==> src/rtl/vec_mag_pkg.sv <==
// vec_mag_pkg
//   Shared types and width helpers for the sequential vector-magnitude unit.
//   state_t  : controller states (IDLE, SQ, ITER, DONE)
//   sum_w    : width of s = x*x + y*y for W-bit operands (2W+1)
//   mag_w    : width of the magnitude result (W+1)
//   rem_w    : width of the floor remainder (W+2)
//   cnt_w    : width of the iteration counter (holds W+1)
package vec_mag_pkg;

    typedef enum logic [1:0] {
        IDLE,
        SQ,
        ITER,
        DONE
    } state_t;

    function automatic int sum_w(input int w);
        return 2 * w + 1;
    endfunction

    function automatic int mag_w(input int w);
        return w + 1;
    endfunction

    function automatic int rem_w(input int w);
        return w + 2;
    endfunction

    function automatic int cnt_w(input int w);
        return $clog2(w + 2);
    endfunction

endpackage

==> src/rtl/vec_magnitude_seq_isqrt_step.sv <==
// isqrt_step
//   One combinational step of the digit-recurrence integer square root.
//   rem_acc / root / trial : current working remainder, partial root, trial bit
//   rem_acc_nxt / root_nxt / trial_nxt : values after this step
//   Parameter SW is the working width (wide enough for s).
module isqrt_step #(
    parameter int unsigned SW = 17
) (
    input  logic [SW-1:0] rem_acc,
    input  logic [SW-1:0] root,
    input  logic [SW-1:0] trial,
    output logic [SW-1:0] rem_acc_nxt,
    output logic [SW-1:0] root_nxt,
    output logic [SW-1:0] trial_nxt
);

    logic [SW-1:0] cand;

    always_comb begin
        cand        = root + trial;
        trial_nxt   = trial >> 2;
        rem_acc_nxt = rem_acc;
        root_nxt    = root >> 1;
        if (rem_acc >= cand) begin
            rem_acc_nxt = rem_acc - cand;
            root_nxt    = (root >> 1) + trial;
        end
    end

endmodule

==> src/rtl/vec_magnitude_seq.sv <==
// vec_magnitude_seq
//   Sequential magnitude unit: mag = sqrt(x*x + y*y), one root bit per cycle.
//   clk, rst       : clock (rising edge) and synchronous active-high reset
//   in_valid/ready : operand handshake for x, y (W-bit unsigned)
//   out_valid/ready: result handshake for mag (W+1 bits) and rem (W+2 bits)
//   busy           : high while squaring or iterating
//   ROUND=0 gives floor(sqrt(s)); ROUND=1 gives the nearest integer.
//   rem is always the floor remainder s - floor(sqrt(s))^2.
module vec_magnitude_seq
    import vec_mag_pkg::*;
#(
    parameter int unsigned W     = 8,
    parameter bit          ROUND = 1'b0
) (
    input  logic         clk,
    input  logic         rst,
    input  logic         in_valid,
    output logic         in_ready,
    input  logic [W-1:0] x,
    input  logic [W-1:0] y,
    output logic         out_valid,
    input  logic         out_ready,
    output logic [W:0]   mag,
    output logic [W+1:0] rem,
    output logic         busy
);

    localparam int SUM_W = sum_w(W);
    localparam int MAG_W = mag_w(W);
    localparam int REM_W = rem_w(W);
    localparam int CNT_W = cnt_w(W);

    localparam logic [SUM_W-1:0] TRIAL_INIT = {1'b1, {(2 * W){1'b0}}};
    localparam logic [CNT_W-1:0] CNT_INIT   = CNT_W'(W + 1);
    localparam logic [CNT_W-1:0] CNT_LAST   = CNT_W'(1);

    state_t state_q, state_d;

    logic [W-1:0]     x_q, y_q;
    logic [SUM_W-1:0] s;
    logic [SUM_W-1:0] rem_acc_q, root_q, trial_q;
    logic [SUM_W-1:0] rem_acc_nxt, root_nxt, trial_nxt;
    logic [CNT_W-1:0] cnt_q;
    logic [MAG_W-1:0] mag_q, mag_fin;
    logic [REM_W-1:0] rem_q;
    logic             rnd_up;
    logic             unused_hi_bits;

    isqrt_step #(
        .SW (SUM_W)
    ) u_step (
        .rem_acc     (rem_acc_q),
        .root        (root_q),
        .trial       (trial_q),
        .rem_acc_nxt (rem_acc_nxt),
        .root_nxt    (root_nxt),
        .trial_nxt   (trial_nxt)
    );

    // The working root/remainder must be as wide as s while the recurrence
    // runs; after the last step they fit in MAG_W / REM_W bits.
    assign unused_hi_bits = ^{root_nxt[SUM_W-1:MAG_W], rem_acc_nxt[SUM_W-1:REM_W]};

    always_comb begin
        s = {{(W + 1){1'b0}}, x_q} * {{(W + 1){1'b0}}, x_q}
          + {{(W + 1){1'b0}}, y_q} * {{(W + 1){1'b0}}, y_q};
    end

    // sqrt(s) >= r + 0.5  <=>  s - r*r > r for integer s, r.
    always_comb begin
        rnd_up  = ROUND && (rem_acc_nxt > root_nxt);
        mag_fin = root_nxt[MAG_W-1:0] + MAG_W'(rnd_up);
    end

    always_comb begin
        state_d = state_q;
        unique case (state_q)
            IDLE:    if (in_valid) state_d = SQ;
            SQ:      state_d = ITER;
            ITER:    if (cnt_q == CNT_LAST) state_d = DONE;
            DONE:    if (out_ready) state_d = in_valid ? SQ : IDLE;
            default: state_d = IDLE;
        endcase
    end

    always_comb begin
        in_ready  = !rst && ((state_q == IDLE) || ((state_q == DONE) && out_ready));
        out_valid = (state_q == DONE);
        busy      = (state_q == SQ) || (state_q == ITER);
        mag       = mag_q;
        rem       = rem_q;
    end

    always_ff @(posedge clk) begin
        if (rst) begin
            state_q   <= IDLE;
            x_q       <= '0;
            y_q       <= '0;
            rem_acc_q <= '0;
            root_q    <= '0;
            trial_q   <= '0;
            cnt_q     <= '0;
            mag_q     <= '0;
            rem_q     <= '0;
        end else begin
            state_q <= state_d;
            if (in_valid && in_ready) begin
                x_q <= x;
                y_q <= y;
            end
            unique case (state_q)
                SQ: begin
                    rem_acc_q <= s;
                    root_q    <= '0;
                    trial_q   <= TRIAL_INIT;
                    cnt_q     <= CNT_INIT;
                end
                ITER: begin
                    rem_acc_q <= rem_acc_nxt;
                    root_q    <= root_nxt;
                    trial_q   <= trial_nxt;
                    cnt_q     <= cnt_q - CNT_W'(1);
                    if (cnt_q == CNT_LAST) begin
                        mag_q <= mag_fin;
                        rem_q <= rem_acc_nxt[REM_W-1:0];
                    end
                end
                default: ;
            endcase
        end
    end

endmodule

==> config.mk <==
export PLATFORM = sky130hd
export DESIGN_NAME = vec_magnitude_seq
export DESIGN_NICKNAME = d
export VERILOG_FILES = /design/src/rtl/vec_mag_pkg.sv /design/src/rtl/vec_magnitude_seq_isqrt_step.sv /design/src/rtl/vec_magnitude_seq.sv
export SDC_FILE = /design/constraint.sdc
export NUM_CORES = 1
export LEC_CHECK = 0
export BUFFER_PORTS_ARGS = -buffer_cell sky130_fd_sc_hd__buf_2
export CORE_MARGIN = 2
export CORE_UTILIZATION = 46
export DETAILED_ROUTE_END_ITERATION = 10
export PLACE_DENSITY = 0.77
export SETUP_SLACK_MARGIN = 0.02
export SYNTH_ARGS = -nofsm -noshare
export SYNTH_HDL_FRONTEND = slang
export SYNTH_SLANG_ARGS = --single-unit
==> constraint.sdc <==
create_clock -name clk -period 5.9 [get_ports clk]
set_clock_uncertainty 0.05 [all_clocks]
set_input_delay 0.885 -clock clk [delete_from_list [all_inputs] [get_ports clk]]
set_output_delay 0.885 -clock clk [all_outputs]
set_load 0.01 [all_outputs]
==> After elaboration in Yosys (flattened, before gate mapping) <==
Index checks and enable logic that the tools add are counted.
{ "totals": {"register_bits": 92, "latchBits": 0, "ramBits": 0, "romBits": 0, "in_bits": 20, "output_inout_bits": 22, "mem_count": 0} }
{ "classes": {"addsub": 5, "multipliers": 2, "div_mod_pow": 0, "order_cmp": 1, "n_eq_ne": 8, "shifts": 0, "muxes": 11, "bitwise_logic": 0, "n_reduce_logical": 11} }
{ "ops": {"columns": ["op", "count"], "rows": [
  ["$pmux 17 s2", 3],
  ["$mux 17", 2],
  ["$mul 8x8->16", 2],
  ["$add 16x16->17", 1],
  ["$add 16x17->17", 1],
  ["$add 17x17->17", 1],
  ["$ge 17x17->1", 1],
  ["$sub 17x17->17", 1],
  ["$pmux 2 s4", 1],
  ["$pmux 4 s2", 1],
  ["$mux 2", 3],
  ["$ne 2x1->1 const B", 3],
  ["$eq 2x2->1 const B", 2],
  ["$eq 4x1->1 const B", 1],
  ["$reduce_and 2->1", 2],
  ["$sub 4x1->4 const B", 1],
  ["$logic_and 1x1->1", 3],
  ["$reduce_and 3->1", 1],
  ["$eq 2x1->1 const B", 1],
  ["$logic_not 2->1", 1],
  ["$logic_or 1x1->1", 2],
  ["$ne 2x2->1 const B", 1],
  ["$reduce_bool 2->1", 1],
  ["$logic_not 1->1", 1],
  ["$mux 1", 1]
]} }

==> Logic depth before layout (Yosys ltp) <==
Gate-level depths: netlist (run 1).
{ "logic_depth": {"depth_word": 5, "mapped_depth": 22} }

==> Modules after synthesis <==
Synthesis (run 1) repeated with hierarchy kept, for this count alone.
{ "unflattened": {"hier_cells": 1201, "area_unflattened_um2": 10139.7} }
{ "by_module_without_submodules": {"columns": ["mod", "instances", "cells_each", "area_each_um2", "seq_area_each_um2"], "rows": [
  ["vec_magnitude_seq", 1, 801, 7103.1, 1841.8],
  ["isqrt_step", 1, 400, 3036.7, 0.0]
]} }

==> Least setup slack after synthesis (run 1) <==
OpenSTA, ideal clock, no wires.
{ "synth_timing": {"kind": "flip-flop to flip-flop", "start": "register x_q[4]", "end": "register rem_acc_q[16]", "setup_time_ps": 115, "t_arrival_ps": 5575, "required_time_ps": 5735, "slack_ps": 160, "stages_incl_launch_ff": 20, "path_buffers": 1, "path_cell_list": "dfxtp_1 > clkbuf_1 > nand2_1 > fa_1 > fa_1 > inv_1 > fa_1 > fa_1 > fa_1 > inv_1 > fa_1 > inv_1 > ha_1 > o21ai_0 > o21a_1 > o31ai_1 > o41ai_1 > o21ai_0 > xnor2_1 > a2111oi_0"} }
{ "synth_via": {"elab_chain_cells": 3} }
{ "synth_rtl": {"columns": ["item", "line_no", "source"], "rows": [
  ["start, declared", "vec_magnitude_seq.sv:39", "logic [W-1:0] x_q, y_q;"],
  ["start signal, assigned", "vec_magnitude_seq.sv:97", "x_q <= '0;"],
  ["start signal, assigned", "vec_magnitude_seq.sv:108", "x_q <= x;"],
  ["$mul 8x8->16", "vec_magnitude_seq.sv:65", "s = {{(W + 1){1'b0}}, x_q} * {{(W + 1){1'b0}}, x_q}"],
  ["$add 16x16->17", "vec_magnitude_seq.sv:66", "+ {{(W + 1){1'b0}}, y_q} * {{(W + 1){1'b0}}, y_q};"],
  ["$pmux 17 s2", "vec_magnitude_seq.sv:111", "unique case (state_q)"],
  ["end signal, assigned", "vec_magnitude_seq.sv:113", "rem_acc_q <= s;"],
  ["end signal, assigned", "vec_magnitude_seq.sv:119", "rem_acc_q <= rem_acc_nxt;"],
  ["end, declared", "vec_magnitude_seq.sv:41", "logic [SUM_W-1:0] rem_acc_q, root_q, trial_q;"]
]} }
Every way passes these cells.
A chain may end at the register's enable or synchronous reset.

==> Worst setup path in the final report (run 1) <==
{ "layout_timing": {"start": "register x_q[3]", "end": "register rem_acc_q[16]"} }
The elaborated chain is that of the path after synthesis.

==> results of run 1 <==
[final timing paths]
| kind | slack (ns) | startpoint | endpoint | depth (start not counted) |
|---|---|---|---|---|
| worst min-delay path | 0.42 | root_q[0]$_SDFFE_PP0P_ | root_q[0]$_SDFFE_PP0P_ | 2 |
| worst max-delay path | 0.22 | x_q[3]$_SDFFE_PP0P_ | rem_acc_q[16]$_SDFFE_PP0P_ | 18 |
| worst max register to register | 0.22 | x_q[3]$_SDFFE_PP0P_ | rem_acc_q[16]$_SDFFE_PP0P_ | 18 |
| worst min register to register | 0.42 | root_q[0]$_SDFFE_PP0P_ | root_q[0]$_SDFFE_PP0P_ | 2 |
[cell usage after synthesis (10+ instances only)]
| master | number |
|---|---|
| mux2i_1 | 12 |
| dfxtp_1 | 84 |
| nor2_1 | 47 |
| a211oi_1 | 13 |
| nand2_1 | 128 |
| o211ai_1 | 21 |
| nor3_1 | 18 |
| a21oi_1 | 39 |
| clkbuf_1 | 36 |
| and3_1 | 10 |
| nand3_1 | 29 |
| xnor2_1 | 33 |
| o21ai_0 | 57 |
| and2_1 | 38 |
| nor2b_1 | 11 |
| a21o_1 | 10 |
| xor2_1 | 19 |
| a31oi_1 | 23 |
| inv_1 | 127 |
| ha_1 | 99 |
| o31ai_1 | 11 |
| fa_1 | 77 |
[through the flow]
step | hold slack, ns | TNS (ns) | power (mW) | setup WS (ns)
detailed placement | 0.408 | -0.0352 | 3.44 | -0.0352
global placement | 0.401 | 0 | 3.39 | 0.169
global route | 0.448 | 0 | 4.46 | 0.0441
finish | 0.420 | 0 | 4.14 | 0.218
CTS | 0.425 | 0 | 4.05 | 0.0207
floorplan | 0.382 | 0 | 2.87 | 0.160
[tightest hold or removal path, delay by kind of cell, from the launching register on]
family / cells / cell delay (ns)
flip-flops: 1 / 0.34
AND/OR/NAND/NOR: 1 / 0.05
AO/OA/AOI/OAI: 1 / 0.06
[layer usage]
layer  wire [um]  vias to the layer above  track usage
met5           0                        -            0
met4         269                        0       0.0657
met3        1260                       19       0.0312
met2       10300                      204        0.375
met1        9890                     3635        0.310
li1            -                     3688            -
[logic make-up after synthesis]
group | Yosys count | synth area share
xor gates and xnor gates | 52 | 0.0513
DFF | 84 | 0.189
buffers and inverters | 175 | 0.0772
and+or+nand+nor | 315 | 0.170
adders and majority gates | 176 | 0.313
muxes | 12 | 0.0135
AOI/OAI and AO/OA | 242 | 0.186
[sequential cells by signal, indices dropped and copies added, names as in the netlist]
signal and cells:
cnt_q 4, mag 9, rem 10, rem_acc_q 17
root_q 17, state_q 2, trial_q 9, x_q 8
y_q 8
[layout make-up]
class,count,area [um^2],share of cell area
inverter,127,477,0.0486
clock inverter,7,73.8,0.00753
clock buffer,9,225,0.0230
timing repair buffer,66,393,0.0401
multi-input combinational,797,6620,0.675
tap,260,325,0.0332
sequential,84,1690,0.173
[repair_timing]
action	CTS	global route
gates resized for setup	4	28
endpoints found under the setup margin	1	5
pin swaps	0	5
[power groups by stage]
| stage | registers (mW) | clock network [mW] | logic [mW] |
|---|---|---|---|
| floorplan | 0.757 | 0 | 2.11 |
| global placement | 0.781 | 0 | 2.61 |
| detailed placement | 0.785 | 0 | 2.65 |
| CTS | 0.773 | 0.599 | 2.68 |
| global route | 0.792 | 0.622 | 3.04 |
| finish | 0.780 | 0.595 | 2.76 |
==> out/qor.log, run 1 <==
INFO  global_route   grt_pass1_wl=36,900um
INFO  place          gp_congestion=0.895
INFO  final_layout   insertedDiodeCount=0
INFO  setup_path     worst_ep_required_time=6.10ns
INFO  cts            insertion_delay=0.36ns
INFO  logic_synthesis synth-warning-count=0
INFO  logic_synthesis main_flop_type_after_synthesis=dfxtp_1
INFO  min_path       hp-class=reg2reg
INFO  logic_synthesis synth_area_per_cell=8.41um^2
INFO  timing         layout_worst_path_cycle_share=0.963
INFO  final_layout   fillerInstances=1,697
INFO  pwr            power.density=422mW/mm^2
INFO  pwr            pwr-share-clk=0.144
INFO  timing         final_hold_viol_count=0
INFO  pwr            p_comb_frac=0.668
INFO  drt            wl_per_cell=16.1um
INFO  logic_synthesis ys_seq_area_frac=0.189
INFO  logic_synthesis post-synth-top-area-fraction=0.189
INFO  setup_path     cpPeakStageDelay=0.56ns
INFO  drt            postRouteAntennaNets=0
INFO  cts            cts_setup_buffers=0
INFO  run_status     result_of_the_run=completed
INFO  flow_run       timing.max_cap.violations=0
INFO  floorplanning  die_height=143um
INFO  setup_path     worstSetupStartpointType=register
INFO  logic_synthesis synth_nets=1,252
INFO  drt            finalWirelength=21,700um
INFO  logic_synthesis synth-seq-cells=84
INFO  timing         achievable-frequency=0.176GHz
INFO  global_route   grt_use_total=0.227
INFO  timing         rsz_0062_raised_after_global_routing=no
INFO  floorplanning  die_width=143um
INFO  place          io_buffer_count=41
INFO  final_layout   finish.instance_area=0.00980mm^2
INFO  timing         clock_period_minus_worst_slack=5.68ns
INFO  final_layout   final_core_utilization=0.521
INFO  floorplanning  floorplan.core_area=0.0188mm^2
INFO  final_layout   commonest_cells_after_routing_fill_and_taps_aside=127 x nand2_1, 127 x inv_1, 97 x ha_1
INFO  cts            cts_max_level=3
INFO  floorplanning  num_io_pins=42
INFO  cts            cts.root.buffer_cell=clkbuf_16
INFO  global_route   grt_antenna_before_repair=0
INFO  logic_synthesis netlist_area=0.00888mm^2
INFO  logic_synthesis number_of_synthesized_flops_with_an_enable_pin=0
INFO  pwr            p_seq_frac=0.188
INFO  floorplanning  core.rowCount=50
INFO  floorplanning  initial_core_util=0.472
INFO  final_layout   instances_no_fill=1,350
INFO  drt            first_pass_iters=5
INFO  pwr            sw_frac_of_total=0.514
INFO  floorplanning  floorplan.die_area=0.0204mm^2
INFO  timing         transition_time_at_the_pin_with_the_least_slew_margin=1.27ns
INFO  logic_synthesis post_synth_inst_count=1,056
INFO  timing         max_slew_margin=0.147
INFO  final_layout   layout-drive-gt1-share=0.120
INFO  global_route   grt_max_degree=41
INFO  cts            clock_tree.buffer_depth=2
INFO  setup_path     worst_setup_ep_type=register
INFO  drt            detail_route.drc_violations=0
INFO  cts            cts.reportedPaths.clkPinSlew=0.08ns
INFO  place          place.detailed.instances=1,334
INFO  setup_path     crit_arrival=5.88ns
INFO  logic_synthesis async_flop_share=0
INFO  final_layout   num-nets-final=1,281
INFO  drt            via_count=7,546
INFO  pwr            vdd_ir_drop_max=0.364mV
INFO  setup_path     worstPathCellList=nand2_1 > fa_1 > fa_1 > inv_1 > fa_1 > fa_1 > fa_1 > inv_1 > fa_1 > inv_1 > ha_1 > o21a_1 > nor2_2 > o31ai_4 > o41ai_4 > o21ai_1 > xnor2_1 > a2111oi_2
INFO  cts            numClockSinks=84
INFO  pwr            cellInternalPower=2.01mW
INFO  timing         setup_viol=0
INFO  timing         timing_max_transition_violations_final=0
INFO  setup_path     slowest_stage=fa_1
INFO  cts            hold_buffers=0
INFO  setup_path     path_buf_inv=3
INFO  global_route   overflow=0
INFO  drt            drt_iter0_drc=518
INFO  setup_path     critical_path.top_delay_family=adder cells
INFO  global_route   grt_pass1_vias=7,501
INFO  cts            cts-buffers-inserted=9
INFO  place          post_dp_cell_area=0.00940mm^2
INFO  pwr            net-switching-power=2.13mW
INFO  place          hpwl=16,400um
INFO  drt            routed_via_density=5.59
INFO  setup_path     critical_path_peak_fanout=7
INFO  setup_path     critical_path_class=reg2reg
INFO  logic_synthesis cell_variety_after_synth=73
INFO  logic_synthesis synth_largest_area_cell=dfxtp_1
INFO  cts            cts_tree=done
INFO  setup_path     worst_path_most_repeated_cell=fa_1
INFO  final_layout   areaGrowthSynthToFinish=10.3%
INFO  logic_synthesis synth_area_leaders=dfxtp_1 19%, fa_1 17%, ha_1 14%, nand2_1 5.4%, inv_1 5.4%
INFO  pwr            p_leak=4.57nW
(Power assumes the default switching activity.)
==> inputs of run 2 (changes only) <==
CORE_ASPECT_RATIO = 0.7   (was default)
==> run 2 against run 1 <==
  * Register-to-register slack better by 0.07 ns
  * Critical path type unchanged
  * Non-clock buffer count rose by 1
  * Via count is 0.21% lower
  * Largest cell class unchanged
==> out/qor.log, run 2 (synthesis gave the netlist of run 1 again) <==
INFO  drt            finalWirelength=22,000um [+1.2%]
INFO  floorplanning  die_width=170um [+19%]
INFO  floorplanning  die_height=120um [-16%]
INFO  global_route   grt_antenna_before_repair=0 [unchanged]
INFO  global_route   grt_pass1_wl=36,100um [-2.3%]
INFO  final_layout   commonest_cells_after_routing_fill_and_taps_aside=127 x nand2_1, 127 x inv_1, 96 x ha_1
INFO  setup_path     worstReg2RegStart=x_q[4]$_SDFFE_PP0P_
INFO  cts            cts_setup_buffers=0 [unchanged]
INFO  floorplanning  floorplan.core_area=0.0189mm^2 [+0.46%]
INFO  setup_path     crit_path_launch=x_q[4]$_SDFFE_PP0P_
INFO  setup_path     crit_arrival=5.81ns [-0.07 ns]
INFO  setup_path     worstSetupStartpointType=register
INFO  cts            cts_tree=done
INFO  final_layout   num-nets-final=1,282 [+0.078%]
INFO  floorplanning  num_io_pins=42 [unchanged]
INFO  place          post_dp_cell_area=0.00939mm^2 [-0.16%]
INFO  floorplanning  initial_core_util=0.470 [-0.00218]
INFO  min_path       cell_count_of_the_worst_hold_path=2 [unchanged]
INFO  drt            wl_per_cell=16.5um [+2.5%]
INFO  setup_path     worstRegToRegCells=18 [unchanged]
INFO  cts            insertion_delay=0.35ns [about the same]
INFO  pwr            vdd_ir_drop_max=0.372mV [+2.1%]
INFO  drt            routed_via_density=5.65 [+1.1%]
INFO  pwr            power.density=421mW/mm^2 [-0.29%]
INFO  final_layout   areaGrowthSynthToFinish=10.1%
INFO  drt            detail_route.drc_violations=0 [unchanged]
INFO  cts            clock_tree.buffer_depth=2 [unchanged]
INFO  cts            cts-buffers-inserted=9 [unchanged]
INFO  place          gp_congestion=0.876 [-2.2%]
INFO  cts            cts_max_level=3 [unchanged]
INFO  cts            cts.root.buffer_cell=clkbuf_16
INFO  floorplanning  core.rowCount=42 [-16%]
INFO  final_layout   finish.instance_area=0.00978mm^2 [-0.19%]
INFO  timing         rsz_0062_raised_after_global_routing=no
INFO  global_route   overflow=0 [unchanged]
INFO  timing         layout_worst_path_cycle_share=0.951 [-0.0117]
INFO  final_layout   insertedDiodeCount=0 [unchanged]
INFO  place          place.detailed.instances=1,317 [-1.3%]
INFO  timing         hold_slack=0.422ns [+0.00182 ns]
INFO  timing         timing_max_transition_violations_final=0 [unchanged]
INFO  timing         setup_viol=0 [unchanged]
INFO  global_route   grt_max_degree=41 [unchanged]
INFO  cts            numClockSinks=84 [unchanged]
INFO  timing         max_slew_margin=0.226 [+0.0785]
INFO  place          hpwl=17,000um [+4.1%]
INFO  timing         final_hold_viol_count=0 [unchanged]
INFO  drt            via_count=7,530 [-0.21%]
INFO  setup_path     worst_ep_required_time=6.09ns [about the same]
INFO  timing         transition_time_at_the_pin_with_the_least_slew_margin=1.16ns [-0.119 ns]
INFO  global_route   grt_use_total=0.220 [-0.00667]
INFO  drt            first_pass_iters=5 [unchanged]
INFO  timing         clock_period_minus_worst_slack=5.61ns [-0.0687 ns]
INFO  timing         setup_total_negative_slack=0ns [unchanged]
INFO  drt            postRouteAntennaNets=0 [unchanged]
INFO  floorplanning  floorplan.die_area=0.0205mm^2 [about the same]
INFO  flow_run       timing.max_cap.violations=0 [unchanged]
INFO  setup_path     worst_setup_ep_type=register
INFO  drt            drt_iter0_drc=683 [+32%]
INFO  global_route   grt_pass1_vias=7,121 [-5.1%]
INFO  pwr            p_leak=4.57nW [-0.11%]
INFO  min_path       hp-class=reg2reg
INFO  timing         achievable-frequency=0.178GHz [+1.2%]
INFO  place          io_buffer_count=41 [unchanged]
INFO  run_status     result_of_the_run=completed
INFO  cts            cts.reportedPaths.clkPinSlew=0.08ns [about the same]
INFO  setup_path     critical_path_class=reg2reg
INFO  final_layout   layout-drive-gt1-share=0.120 [about the same]
INFO  final_layout   instances_no_fill=1,333 [-1.3%]
INFO  setup_path     critical_path_peak_fanout=6 [-1]
INFO  min_path       hold_path.startpoint=mag[8]$_SDFFE_PP0P_
## run 2: what timing repair did
item | in CTS | in global routing
pin swaps | 0 | 5
gates resized for setup | 4 | 28
hold buffers | 0 | 0
endpoints found under the setup margin | 1 | 5
gates cloned | 0 | 0
## run 2: worst paths after layout
| check | endpoint | slack, ns |
|---|---|---|
| worst max-delay path | rem_acc_q[15]$_SDFFE_PP0P_ | 0.29 |
| worst min-delay path | mag[8]$_SDFFE_PP0P_ | 0.42 |
| worst max register to register | rem_acc_q[15]$_SDFFE_PP0P_ | 0.29 |
| worst min register to register | mag[8]$_SDFFE_PP0P_ | 0.42 |
## run 2: metrics by stage
step	total power [mW]	util	worst slack (ns)
floorplan	2.87	-	0.160
global placement	3.37	0.496	0.156
detailed placement	3.43	0.496	0.00612
CTS	4.04	0.513	0.0594
global route	4.43	0.517	0.0249
finish	4.12	0.517	0.287
## run 2: per-layer routing
metal  GRT usage  routed length, um
met1       0.341              11100
met2       0.318               9100
met3      0.0478               1640
met4      0.0321                136
met5           0                  0
## run 2: critical path: stages, from the launching register on
cell	delay [ns]
dfxtp_4	0.38
nand2_2	0.09
fa_1	0.54
fa_1	0.58
inv_1	0.06
fa_1	0.48
fa_1	0.51
fa_1	0.55
inv_1	0.05
fa_1	0.52
inv_1	0.04
ha_2	0.31
o21ai_1	0.20
o21bai_1	0.11
a31o_2	0.29
a21oi_1	0.14
a21oi_1	0.09
xnor2_1	0.15
a2111oi_2	0.35
## run 2: cell type report
class / count / area, um^2
Fill cell: 1739 / 9130
Multi-Input combinational cell: 797 / 6600
Sequential cell: 84 / 1700
Inverter: 127 / 477
Timing Repair Buffer: 67 / 400
Tap cell: 242 / 303
Clock buffer: 9 / 225
Clock inverter: 7 / 81.3
## run 2: where the power goes
group	internal (mW)	switching (mW)	total [mW]	leakage [nW]
Sequential	0.674	0.103	0.777	0.688
Combinational	1.04	1.71	2.75	3.73
Clock	0.302	0.284	0.586	0.150
Total	2.02	2.10	4.12	4.57
